<file path="src/rtl/bp_me_wb_if.sv">
// Shared Bedrock definitions plus the bundle of Bedrock and Wishbone signals seen by bp_me_wb_master.
// Header layout, LSB first: msg_type[3:0], addr[paddr-1:0], size[2:0], payload.
package bp_me_wb_pkg;
  typedef enum logic [1:0] {e_bp_default_cfg, e_bp_small_cfg} bp_params_e;

  typedef enum logic [3:0] {
    e_bedrock_mem_rd    = 4'd0,
    e_bedrock_mem_wr    = 4'd1,
    e_bedrock_mem_uc_rd = 4'd2,
    e_bedrock_mem_uc_wr = 4'd3
  } bedrock_msg_e;

  function automatic int cfg_paddr_width(input bp_params_e c);
    return (c == e_bp_small_cfg) ? 32 : 40;
  endfunction

  function automatic int cfg_did_width(input bp_params_e c);
    return (c == e_bp_small_cfg) ? 1 : 3;
  endfunction

  function automatic int cfg_lce_id_width(input bp_params_e c);
    return (c == e_bp_small_cfg) ? 2 : 4;
  endfunction

  function automatic int cfg_lce_assoc(input bp_params_e c);
    return (c == e_bp_small_cfg) ? 4 : 8;
  endfunction

  // Payload carries the requester identity, returned untouched in the response.
  function automatic int cfg_payload_width(input bp_params_e c);
    return cfg_did_width(c) + cfg_lce_id_width(c) + $clog2(cfg_lce_assoc(c));
  endfunction
endpackage

interface bp_me_wb_if #(
  parameter int paddr_width_p   = 40,
  parameter int payload_width_p = 10,
  parameter int data_width_p    = 64
);
  localparam int header_width_lp = 7 + paddr_width_p + payload_width_p;
  localparam int sel_width_lp    = data_width_p / 8;
  localparam int adr_width_lp    = paddr_width_p - $clog2(sel_width_lp);

  // Both Bedrock channels are ready-and: a beat transfers on a rising clock
  // edge where v and ready_and are both 1; v may not depend on ready_and.
  logic [header_width_lp-1:0] mem_fwd_header_i;
  logic [data_width_p-1:0]    mem_fwd_data_i;
  logic                       mem_fwd_v_i;
  logic                       mem_fwd_ready_and_o;
  logic                       mem_fwd_last_i;
  logic [header_width_lp-1:0] mem_rev_header_o;
  logic [data_width_p-1:0]    mem_rev_data_o;
  logic                       mem_rev_v_o;
  logic                       mem_rev_ready_and_i;
  logic                       mem_rev_last_o;
  logic [adr_width_lp-1:0]    adr_o;
  logic [data_width_p-1:0]    dat_o;
  logic                       cyc_o;
  logic                       stb_o;
  logic                       we_o;
  logic [sel_width_lp-1:0]    sel_o;
  logic [data_width_p-1:0]    dat_i;
  logic                       ack_i;
  logic [1:0]                 dbg_state_o;

  modport master (
    input  mem_fwd_header_i, mem_fwd_data_i, mem_fwd_v_i, mem_fwd_last_i,
           mem_rev_ready_and_i, dat_i, ack_i,
    output mem_fwd_ready_and_o, mem_rev_header_o, mem_rev_data_o, mem_rev_v_o,
           mem_rev_last_o, adr_o, dat_o, cyc_o, stb_o, we_o, sel_o, dbg_state_o
  );

  modport slave (
    output mem_fwd_header_i, mem_fwd_data_i, mem_fwd_v_i, mem_fwd_last_i,
           mem_rev_ready_and_i, dat_i, ack_i,
    input  mem_fwd_ready_and_o, mem_rev_header_o, mem_rev_data_o, mem_rev_v_o,
           mem_rev_last_o, adr_o, dat_o, cyc_o, stb_o, we_o, sel_o, dbg_state_o
  );
endinterface

</file>
<file path="src/rtl/bp_me_wb_master.sv">
// Single-beat Bedrock memory command to Wishbone B4 classic master bridge.
// Optional bus watchdog enabled by defining BP_ME_WB_MASTER_TIMEOUT_EN.
module bp_me_wb_master
  import bp_me_wb_pkg::*;
#(
  parameter bp_params_e bp_params_p      = e_bp_default_cfg,
  parameter int         data_width_p     = 64,
  parameter int         timeout_cycles_p = 1024
) (
  input logic         clk_i,
  input logic         reset_n_i,
  bp_me_wb_if.master  bus_io
);
  localparam int paddr_width_lp = cfg_paddr_width(bp_params_p);
  localparam int hdr_width_lp   = 7 + paddr_width_lp + cfg_payload_width(bp_params_p);
  localparam int bytes_lp       = data_width_p / 8;
  localparam int lg_bytes_lp    = $clog2(bytes_lp);
  localparam int off_w_lp       = (lg_bytes_lp > 0) ? lg_bytes_lp : 1;
  localparam int timer_w_lp     = $clog2(timeout_cycles_p + 1);

  typedef enum logic [1:0] {e_ready, e_bus, e_resp} state_e;

  state_e                    state_q;
  logic [hdr_width_lp-1:0]   header_q;
  logic [data_width_p-1:0]   dat_q;
  logic [data_width_p-1:0]   rev_data_q;
  logic [paddr_width_lp-lg_bytes_lp-1:0] adr_q;
  logic [bytes_lp-1:0]       sel_q;
  logic                      cyc_q, stb_q, we_q, rev_v_q;
  logic                      timeout_hit;

  logic [3:0]                fwd_msg;
  logic [paddr_width_lp-1:0] fwd_addr, q_addr;
  logic [2:0]                fwd_size, q_size;
  logic [off_w_lp-1:0]       fwd_mask, fwd_off, q_mask, q_off, lane_idx;
  logic [bytes_lp-1:0]       sel_d;
  logic [data_width_p-1:0]   rd_data_d;

  // Lane mask: low bits of the byte offset that fall inside one access.
  // Sizes at or above the bus width saturate to the full bus.
  function automatic logic [off_w_lp-1:0] size_mask(input logic [2:0] sz);
    logic [off_w_lp-1:0] m;
    m = '0;
    for (int i = 0; i < lg_bytes_lp; i++) if (i < int'(sz)) m[i] = 1'b1;
    return m;
  endfunction

  function automatic logic [off_w_lp-1:0] byte_off(input logic [paddr_width_lp-1:0] a);
    return (lg_bytes_lp == 0) ? '0 : a[off_w_lp-1:0];
  endfunction

  assign fwd_msg  = bus_io.mem_fwd_header_i[3:0];
  assign fwd_addr = bus_io.mem_fwd_header_i[paddr_width_lp+3:4];
  assign fwd_size = bus_io.mem_fwd_header_i[paddr_width_lp+6:paddr_width_lp+4];
  assign q_addr   = header_q[paddr_width_lp+3:4];
  assign q_size   = header_q[paddr_width_lp+6:paddr_width_lp+4];
  assign fwd_mask = size_mask(fwd_size);
  assign fwd_off  = byte_off(fwd_addr);
  assign q_mask   = size_mask(q_size);
  assign q_off    = byte_off(q_addr);

  always_comb begin
    sel_d = '0;
    for (int i = 0; i < bytes_lp; i++)
      sel_d[i] = ((off_w_lp'(i) & ~fwd_mask) == (fwd_off & ~fwd_mask));
  end

  // Pick the addressed lane of the bus data and replicate it across the word.
  always_comb begin
    rd_data_d = '0;
    lane_idx  = '0;
    for (int i = 0; i < bytes_lp; i++) begin
      lane_idx = (q_off & ~q_mask) | (off_w_lp'(i) & q_mask);
      rd_data_d[8*i +: 8] = bus_io.dat_i[8*lane_idx +: 8];
    end
  end

`ifdef BP_ME_WB_MASTER_TIMEOUT_EN
  logic [timer_w_lp-1:0] timer_q;

  always_ff @(posedge clk_i or negedge reset_n_i) begin
    if (!reset_n_i)              timer_q <= '0;
    else if (state_q != e_bus)   timer_q <= '0;
    else                         timer_q <= timer_q + 1'b1;
  end

  assign timeout_hit = (state_q == e_bus) && (timer_q == timer_w_lp'(timeout_cycles_p - 1));
`else
  assign timeout_hit = 1'b0;
`endif

  always_ff @(posedge clk_i or negedge reset_n_i) begin
    if (!reset_n_i) begin
      state_q    <= e_ready;
      header_q   <= '0;
      dat_q      <= '0;
      rev_data_q <= '0;
      adr_q      <= '0;
      sel_q      <= '0;
      cyc_q      <= 1'b0;
      stb_q      <= 1'b0;
      we_q       <= 1'b0;
      rev_v_q    <= 1'b0;
    end else begin
      case (state_q)
        e_ready: if (bus_io.mem_fwd_v_i) begin
          header_q <= bus_io.mem_fwd_header_i;
          dat_q    <= bus_io.mem_fwd_data_i;
          adr_q    <= fwd_addr[paddr_width_lp-1:lg_bytes_lp];
          sel_q    <= sel_d;
          we_q     <= (fwd_msg == e_bedrock_mem_uc_wr);
          cyc_q    <= 1'b1;
          stb_q    <= 1'b1;
          state_q  <= e_bus;
        end
        e_bus: if (bus_io.ack_i || timeout_hit) begin
          rev_data_q <= (!bus_io.ack_i) ? '1 : (we_q ? '0 : rd_data_d);
          rev_v_q    <= 1'b1;
          cyc_q      <= 1'b0;
          stb_q      <= 1'b0;
          we_q       <= 1'b0;
          sel_q      <= '0;
          adr_q      <= '0;
          dat_q      <= '0;
          state_q    <= e_resp;
        end
        e_resp: if (bus_io.mem_rev_ready_and_i) begin
          rev_v_q <= 1'b0;
          state_q <= e_ready;
        end
        default: state_q <= e_ready;
      endcase
    end
  end

  logic unused_last;
  assign unused_last = bus_io.mem_fwd_last_i;

  assign bus_io.mem_fwd_ready_and_o = (state_q == e_ready) && reset_n_i;
  assign bus_io.mem_rev_header_o    = header_q;
  assign bus_io.mem_rev_data_o      = rev_data_q;
  assign bus_io.mem_rev_v_o         = rev_v_q;
  assign bus_io.mem_rev_last_o      = 1'b1;
  assign bus_io.adr_o               = adr_q;
  assign bus_io.dat_o               = dat_q;
  assign bus_io.cyc_o               = cyc_q;
  assign bus_io.stb_o               = stb_q;
  assign bus_io.we_o                = we_q;
  assign bus_io.sel_o               = sel_q;
  assign bus_io.dbg_state_o         = state_q;
endmodule

</file>
<file path="src/flat_wrapper.sv">
// flat-port wrapper written by rule: the top's interface ports become plain ports
module bp_me_wb_master_flat import bp_me_wb_pkg::*;
#(
  parameter bp_params_e bp_params_p      = e_bp_default_cfg,
  parameter int         data_width_p     = 64,
  parameter int         timeout_cycles_p = 1024
)
  (clk_i, reset_n_i, bus_io_mem_fwd_header_i, bus_io_mem_fwd_data_i, bus_io_mem_fwd_v_i, bus_io_mem_fwd_last_i, bus_io_mem_rev_ready_and_i, bus_io_dat_i, bus_io_ack_i, bus_io_mem_fwd_ready_and_o, bus_io_mem_rev_header_o, bus_io_mem_rev_data_o, bus_io_mem_rev_v_o, bus_io_mem_rev_last_o, bus_io_adr_o, bus_io_dat_o, bus_io_cyc_o, bus_io_stb_o, bus_io_we_o, bus_io_sel_o, bus_io_dbg_state_o);
  bp_me_wb_if #(.data_width_p(data_width_p)) bus_io_i ();
  input logic clk_i;
  input logic reset_n_i;
  input wire logic [$bits(bus_io_i.mem_fwd_header_i)-1:0] bus_io_mem_fwd_header_i;
  input wire logic [$bits(bus_io_i.mem_fwd_data_i)-1:0] bus_io_mem_fwd_data_i;
  input wire logic [$bits(bus_io_i.mem_fwd_v_i)-1:0] bus_io_mem_fwd_v_i;
  input wire logic [$bits(bus_io_i.mem_fwd_last_i)-1:0] bus_io_mem_fwd_last_i;
  input wire logic [$bits(bus_io_i.mem_rev_ready_and_i)-1:0] bus_io_mem_rev_ready_and_i;
  input wire logic [$bits(bus_io_i.dat_i)-1:0] bus_io_dat_i;
  input wire logic [$bits(bus_io_i.ack_i)-1:0] bus_io_ack_i;
  output wire logic [$bits(bus_io_i.mem_fwd_ready_and_o)-1:0] bus_io_mem_fwd_ready_and_o;
  output wire logic [$bits(bus_io_i.mem_rev_header_o)-1:0] bus_io_mem_rev_header_o;
  output wire logic [$bits(bus_io_i.mem_rev_data_o)-1:0] bus_io_mem_rev_data_o;
  output wire logic [$bits(bus_io_i.mem_rev_v_o)-1:0] bus_io_mem_rev_v_o;
  output wire logic [$bits(bus_io_i.mem_rev_last_o)-1:0] bus_io_mem_rev_last_o;
  output wire logic [$bits(bus_io_i.adr_o)-1:0] bus_io_adr_o;
  output wire logic [$bits(bus_io_i.dat_o)-1:0] bus_io_dat_o;
  output wire logic [$bits(bus_io_i.cyc_o)-1:0] bus_io_cyc_o;
  output wire logic [$bits(bus_io_i.stb_o)-1:0] bus_io_stb_o;
  output wire logic [$bits(bus_io_i.we_o)-1:0] bus_io_we_o;
  output wire logic [$bits(bus_io_i.sel_o)-1:0] bus_io_sel_o;
  output wire logic [$bits(bus_io_i.dbg_state_o)-1:0] bus_io_dbg_state_o;
  assign bus_io_i.mem_fwd_header_i = bus_io_mem_fwd_header_i;
  assign bus_io_i.mem_fwd_data_i = bus_io_mem_fwd_data_i;
  assign bus_io_i.mem_fwd_v_i = bus_io_mem_fwd_v_i;
  assign bus_io_i.mem_fwd_last_i = bus_io_mem_fwd_last_i;
  assign bus_io_i.mem_rev_ready_and_i = bus_io_mem_rev_ready_and_i;
  assign bus_io_i.dat_i = bus_io_dat_i;
  assign bus_io_i.ack_i = bus_io_ack_i;
  assign bus_io_mem_fwd_ready_and_o = bus_io_i.mem_fwd_ready_and_o;
  assign bus_io_mem_rev_header_o = bus_io_i.mem_rev_header_o;
  assign bus_io_mem_rev_data_o = bus_io_i.mem_rev_data_o;
  assign bus_io_mem_rev_v_o = bus_io_i.mem_rev_v_o;
  assign bus_io_mem_rev_last_o = bus_io_i.mem_rev_last_o;
  assign bus_io_adr_o = bus_io_i.adr_o;
  assign bus_io_dat_o = bus_io_i.dat_o;
  assign bus_io_cyc_o = bus_io_i.cyc_o;
  assign bus_io_stb_o = bus_io_i.stb_o;
  assign bus_io_we_o = bus_io_i.we_o;
  assign bus_io_sel_o = bus_io_i.sel_o;
  assign bus_io_dbg_state_o = bus_io_i.dbg_state_o;
  bp_me_wb_master #(.bp_params_p(bp_params_p), .data_width_p(data_width_p), .timeout_cycles_p(timeout_cycles_p)) u_core (.clk_i(clk_i), .reset_n_i(reset_n_i), .bus_io(bus_io_i));
endmodule
</file>
<file path="config.mk">
export PLATFORM = sky130hd
export DESIGN_NAME = bp_me_wb_master_flat
export DESIGN_NICKNAME = d
export VERILOG_FILES = /design/src/rtl/bp_me_wb_if.sv /design/src/rtl/bp_me_wb_master.sv /design/src/flat_wrapper.sv
export SDC_FILE = /design/constraint.sdc
export NUM_CORES = 1
export LEC_CHECK = 0
export BUFFER_PORTS_ARGS = -buffer_cell sky130_fd_sc_hd__buf_2
export CAP_MARGIN = 20
export CORE_MARGIN = 2
export CORE_UTILIZATION = 30
export CTS_BUF_LIST = sky130_fd_sc_hd__clkbuf_4 sky130_fd_sc_hd__clkbuf_8 sky130_fd_sc_hd__clkbuf_16
export DETAILED_ROUTE_END_ITERATION = 12
export PLACE_DENSITY = 0.62
export SLEW_MARGIN = 15
export SYNTH_ARGS = -nofsm -noshare
export SYNTH_HDL_FRONTEND = slang
export SYNTH_SLANG_ARGS = --single-unit
</file>
<file path="constraint.sdc">
create_clock -name clk_i -period 5.9 [get_ports clk_i]
set_clock_uncertainty 0.1 [all_clocks]
set_input_delay 0.885 -clock clk_i [delete_from_list [all_inputs] [get_ports clk_i]]
set_output_delay 0.885 -clock clk_i [all_outputs]
set_load 0.03 [all_outputs]
</file>
# Word-level counts from Yosys, hierarchy flattened
# Cells that the tools add are included.
# op_classes
addsub	0
multipliers	0
div	0
order_cmp	6
eq_ne	13
shifts	8
n_mux	28
bitwise_logic	11
reduce_logical	10
# ops
operator	n
$shiftx 64x7->8	8
$mux 64	3
$pmux 64 s2	1
$mux 37	2
$pmux 37 s2	1
$mux 8	2
$pmux 8 s2	1
$eq 3x3->1	4
$lt 1x3->1 const A	4
$or 3x3->3	4
$mux 1	11
$reduce_and 3->1	3
$and 3x3->3	2
$eq 2x3->1	2
$lt 2x3->1 const A	2
$mux 2	3
$ne 2x2->1 const B	3
$not 3->3	2
$or 3x2->3	2
$pmux 1 s2	3
$pmux 2 s3	1
$eq 4x2->1 const B	1
$reduce_and 2->1	2
$reduce_bool 2->1	2
7 further kinds	7
# word_totals
register_bits	235
latch_bits	0
mem_bits_rw	0
rom_bits	0
output_inout_bits	238
n_memories	0

# Logic depth before layout (Yosys ltp)
# logic_depth
word_depth	7
mapped_depth	8
mapped_depth_nobuf	4

# Worst setup path before layout
# No wires, ideal clock.
# synth_path
path_kind	input to output
start	input reset_n_i
end	output bus_io_mem_fwd_ready_and_o
arrival_time_ps	1616
setup_slack_ps	3299
path_stages	1
path_cell_list	nor3b_1
# synth_via
elab_chain_len	1
# synth_lines
element	line	rtl
start: declaration	flat_wrapper.sv:11	input logic reset_n_i;
$logic_and 1x1->1	bp_me_wb_master.sv:139	assign bus_io.mem_fwd_ready_and_o = (state_q == e_ready) && reset_n_i;
end: declaration	flat_wrapper.sv:19	output wire logic [$bits(bus_io_i.mem_fwd_ready_and_o)-1:0] bus_io_mem_fwd_ready_and_o;
# No other way between the ends.

# Worst setup path after layout
# layout_path
start	register u_core.header_q[45] (netlist: u_core.bus_io.mem_rev_header_o[45])
end	register u_core.rev_data_q[27] (netlist: u_core.bus_io.mem_rev_data_o[27])
# layout_via
elab_chain_len	7
word_cells_on_any_way	11
classes_between	order compare (3); shift (1); mux (4); bitwise (3)
# layout_lines
element	line	rtl
start: declaration	bp_me_wb_master.sv:24	logic [hdr_width_lp-1:0] header_q;
start signal: assignment	bp_me_wb_master.sv:107	header_q <= bus_io.mem_fwd_header_i;
$lt 1x3->1 / $lt 2x3->1 (equally long branches)	bp_me_wb_master.sv:44	for (int i = 0; i < lg_bytes_lp; i++) if (i < int'(sz)) m[i] = 1'b1;
$mux 1	bp_me_wb_master.sv:44	
$not 3->3	bp_me_wb_master.sv:73	lane_idx = (q_off & ~q_mask) | (off_w_lp'(i) & q_mask);
$and 3x3->3	bp_me_wb_master.sv:73	
$or 3x2->3 *	bp_me_wb_master.sv:73	
$shiftx 64x7->8 *	bp_me_wb_master.sv:74	rd_data_d[8*i +: 8] = bus_io.dat_i[8*lane_idx +: 8];
$mux 64 *	bp_me_wb_master.sv:117	rev_data_q <= (!bus_io.ack_i) ? '1 : (we_q ? '0 : rd_data_d);
end signal: assignment	bp_me_wb_master.sv:117	
end: declaration	bp_me_wb_master.sv:26	logic [data_width_p-1:0] rev_data_q;
# Every way passes the cells marked *; elsewhere a longest branch is shown, timed or not.
# A chain may end at the register's enable or synchronous reset.

==> out/summary.txt <==
Critical Path, Cell by Cell - a21oi_2 > and2_1 > nand2b_1 > o221ai_1
Port bufs - 426
Core ar. - 37500 um2
Clock sinks - 235
H-Tree Depth - 1
Chip height - 199 um
Switching share of power - 0.489
Sequential share of power - 0.293
Final core utilization - 0.393
GRT Overall Usage - 0.212
Initial antenna violation count - 9
Syn avg cell area - 10.2 um2
DR iter-0 viols - 843
Clk pwr share - 0.170
Leak Pwr - 7.52 nW
Worst Path Max Fanout - 23
Most frequent cells in the layout - buf_2, dfrtp_1, nand2_1
Largest net degree at the start of global routing - 105
Starting Density - 0.304
Internal power - 0.00478 W
Psw - 0.00457 W
Mapped cell area - 11400 um2
CTS buffer count - 26
DR vias - 10700
Critical path class - reg -> reg
Synth Register Bits - 235
Gpl congestion - 0.928
Antenna-violating nets left - 0
Synth-to-Final Area Change - 29.6%
Overflow after GRT - 0
PD cells - 634 nW/um2
Skew-Pair Late Insertion Delay - 0.54 ns
Endpoints failing hold - 0
CTS Root Buffer Type - clkbuf_16
CP max stage cell - nand2b_1
Final nets - 1666
Worst Tran Pin Value - 1.13 ns
RSZ-0062 raised after global routing - no
Routed len/inst - 21.7 um
CTS tree - done
Mapped Cells - 1114
Final setup viols - 0
Worst Hold Class - in -> async
First-pass GRT wire length - 64.3 mm
Crit path required time - 6.17 ns
Post_cts resized - 0
Crit path DAT - 3.58 ns
VDD IR-drop max - 0.305 mV
Largest stage delay, worst path - 0.89 ns
Syn Nets - 1305
Hpwl dp - 30.9 mm
Fin. max-slew vios - 0
Minimum clock period - 3.31 ns
IO Pins - 429
CP bufs+invs - 0
Commonest non-fill, non-tap cell in the layout - buf_2
Vias in the first global route - 10400
Yosys warns - 0
CP endpoint kind - register
Total negative slack - 0 ns
Highest clock rate - 302 MHz
Max-cap violations - 0
Max-slew headroom at the worst pin - 0.241
Status - complete, no violations
Seq/Total Area, Yosys - 0.517
Drt total wl - 43.7 mm
Comb power frac - 0.537
Maximum clock path buffer count - 3
DRT Pass-1 Iters - 6
Die ar. - 39500 um2
Post-CTS Hold Fix Bufs - 0
Top delay family on crit path - simple AND/OR/NAND/NOR gates
Die X-Extent - 199 um
Asr flop ratio synth - 1.00
Number of flops mapped to enable cells by yosys - 0
Synth Flop Type - dfrtp_1
Distinct cells, synth - 45
Vias per std cell - 5.30
Clock-pin slew on the worst setup and hold paths - 0.07 ns
DRC viols - 0
CP Launch Type - register
Postcts setup bufs - 0
Final Cycle Share - 0.562
Row count - 71
Share of post-route cells with drive strength above 1 - 0.357
[path summary, 6_finish.rpt]
check	depth (start not counted)	end	slack, ns	from
min reg2reg	2	u_core.bus_io.mem_rev_header_o[31]	0.37	u_core.bus_io.mem_rev_header_o[31]
max	4	u_core.bus_io.mem_rev_data_o[27]	2.59	u_core.bus_io.mem_rev_header_o[45]
min	1	u_core.bus_io.mem_rev_data_o[2]	0.16	reset_n_i
max in group asynchronous	2	u_core.bus_io.dat_o[55]	4.16	reset_n_i
min in group clk_i	2	u_core.bus_io.mem_rev_header_o[31]	0.37	u_core.bus_io.mem_rev_header_o[31]
max reg2reg	4	u_core.bus_io.mem_rev_data_o[27]	2.59	u_core.bus_io.mem_rev_header_o[45]
[per-layer routing]
metal,track usage,routed length [um],vias to the layer above
li1,-,-,4884
met1,0.260,16900,5195
met2,0.370,21700,519
met3,0.0492,3690,72
met4,0.0655,1310,4
met5,0,24,-
[power groups by stage]
stage          logic (W)  registers, W  clock network [W]
2_1_floorplan    0.00210       0.00401                  0
3_3_place_gp     0.00495       0.00275                  0
3_5_place_dp     0.00503       0.00274                  0
4_1_cts          0.00503       0.00274            0.00164
5_1_grt          0.00533       0.00283            0.00171
6_report         0.00502       0.00274            0.00159
[flip-flops by register name, summed over array words and instances (netlist names)]
signal	flops
u_core.bus_io.dat_o	64
u_core.bus_io.mem_rev_data_o	64
u_core.bus_io.adr_o	37
u_core.bus_io.we_o	1
u_core.bus_io.dbg_state_o	2
u_core.bus_io.cyc_o	1
u_core.bus_io.mem_rev_v_o	1
u_core.bus_io.sel_o	8
u_core.bus_io.mem_rev_header_o	57
[layout make-up]
class / count / area (um2)
inverter: 4 / 15.0
timing repair buffer: 446 / 2330
sequential: 235 / 5880
clock inverter: 11 / 104
clock buffer: 34 / 736
antenna: 11 / 27.5
multi-input combinational: 762 / 5010
fill: 3794 / 22700
tap: 511 / 639
[per-stage QoR]
step           setup WS [ns]  instance area [um2]  instances  total power [W]  hold WS, ns
4_1_cts                 2.68                14700       2002          0.00941        0.176
3_5_place_dp            2.61                13900       1957          0.00777        0.357
5_1_grt                 2.40                14700       2004          0.00987        0.179
6_report                2.59                14700       2014          0.00935        0.160
2_1_floorplan           3.30                11400       1114          0.00611        0.489
3_3_place_gp            2.66                13800       1956          0.00769        0.356
[cell families after synthesis]
kind of cell    share of synthesized area
compound gates                      0.282
buf+inv                            0.0460
flops                               0.517
mux                                0.0188
other cells                      0.000329
simple gates                        0.136
[synthesized netlist by cell type, types with 2 or more instances]
cell | number | area [um2]
a221oi_1 | 3 | 26.3
inv_1 | 4 | 15.0
nor2_1 | 56 | 210
mux2_2 | 19 | 214
a21oi_1 | 19 | 95.1
o221ai_1 | 46 | 403
a221oi_2 | 10 | 150
or3_1 | 3 | 18.8
o32ai_1 | 18 | 158
o21ai_0 | 14 | 70.1
buf_6 | 5 | 56.3
and3b_1 | 16 | 140
o22ai_1 | 32 | 200
buf_1 | 5 | 18.8
nor3b_1 | 2 | 15.0
o21ai_1 | 4 | 20.0
a211o_1 | 32 | 280
nand2b_1 | 3 | 18.8
o211ai_1 | 9 | 67.6
dfrtp_1 | 235 | 5880
buf_4 | 6 | 45.0
nor2b_1 | 3 | 18.8
clkbuf_1 | 78 | 293
o21a_1 | 16 | 120
a21o_1 | 13 | 97.6
a211oi_1 | 51 | 383
and2_1 | 14 | 87.6
nor4bb_1 | 5 | 50.1
nand2_1 | 232 | 871
a22o_1 | 128 | 1120
buf_2 | 19 | 95.1
Power figures use the tool's default switching activity.
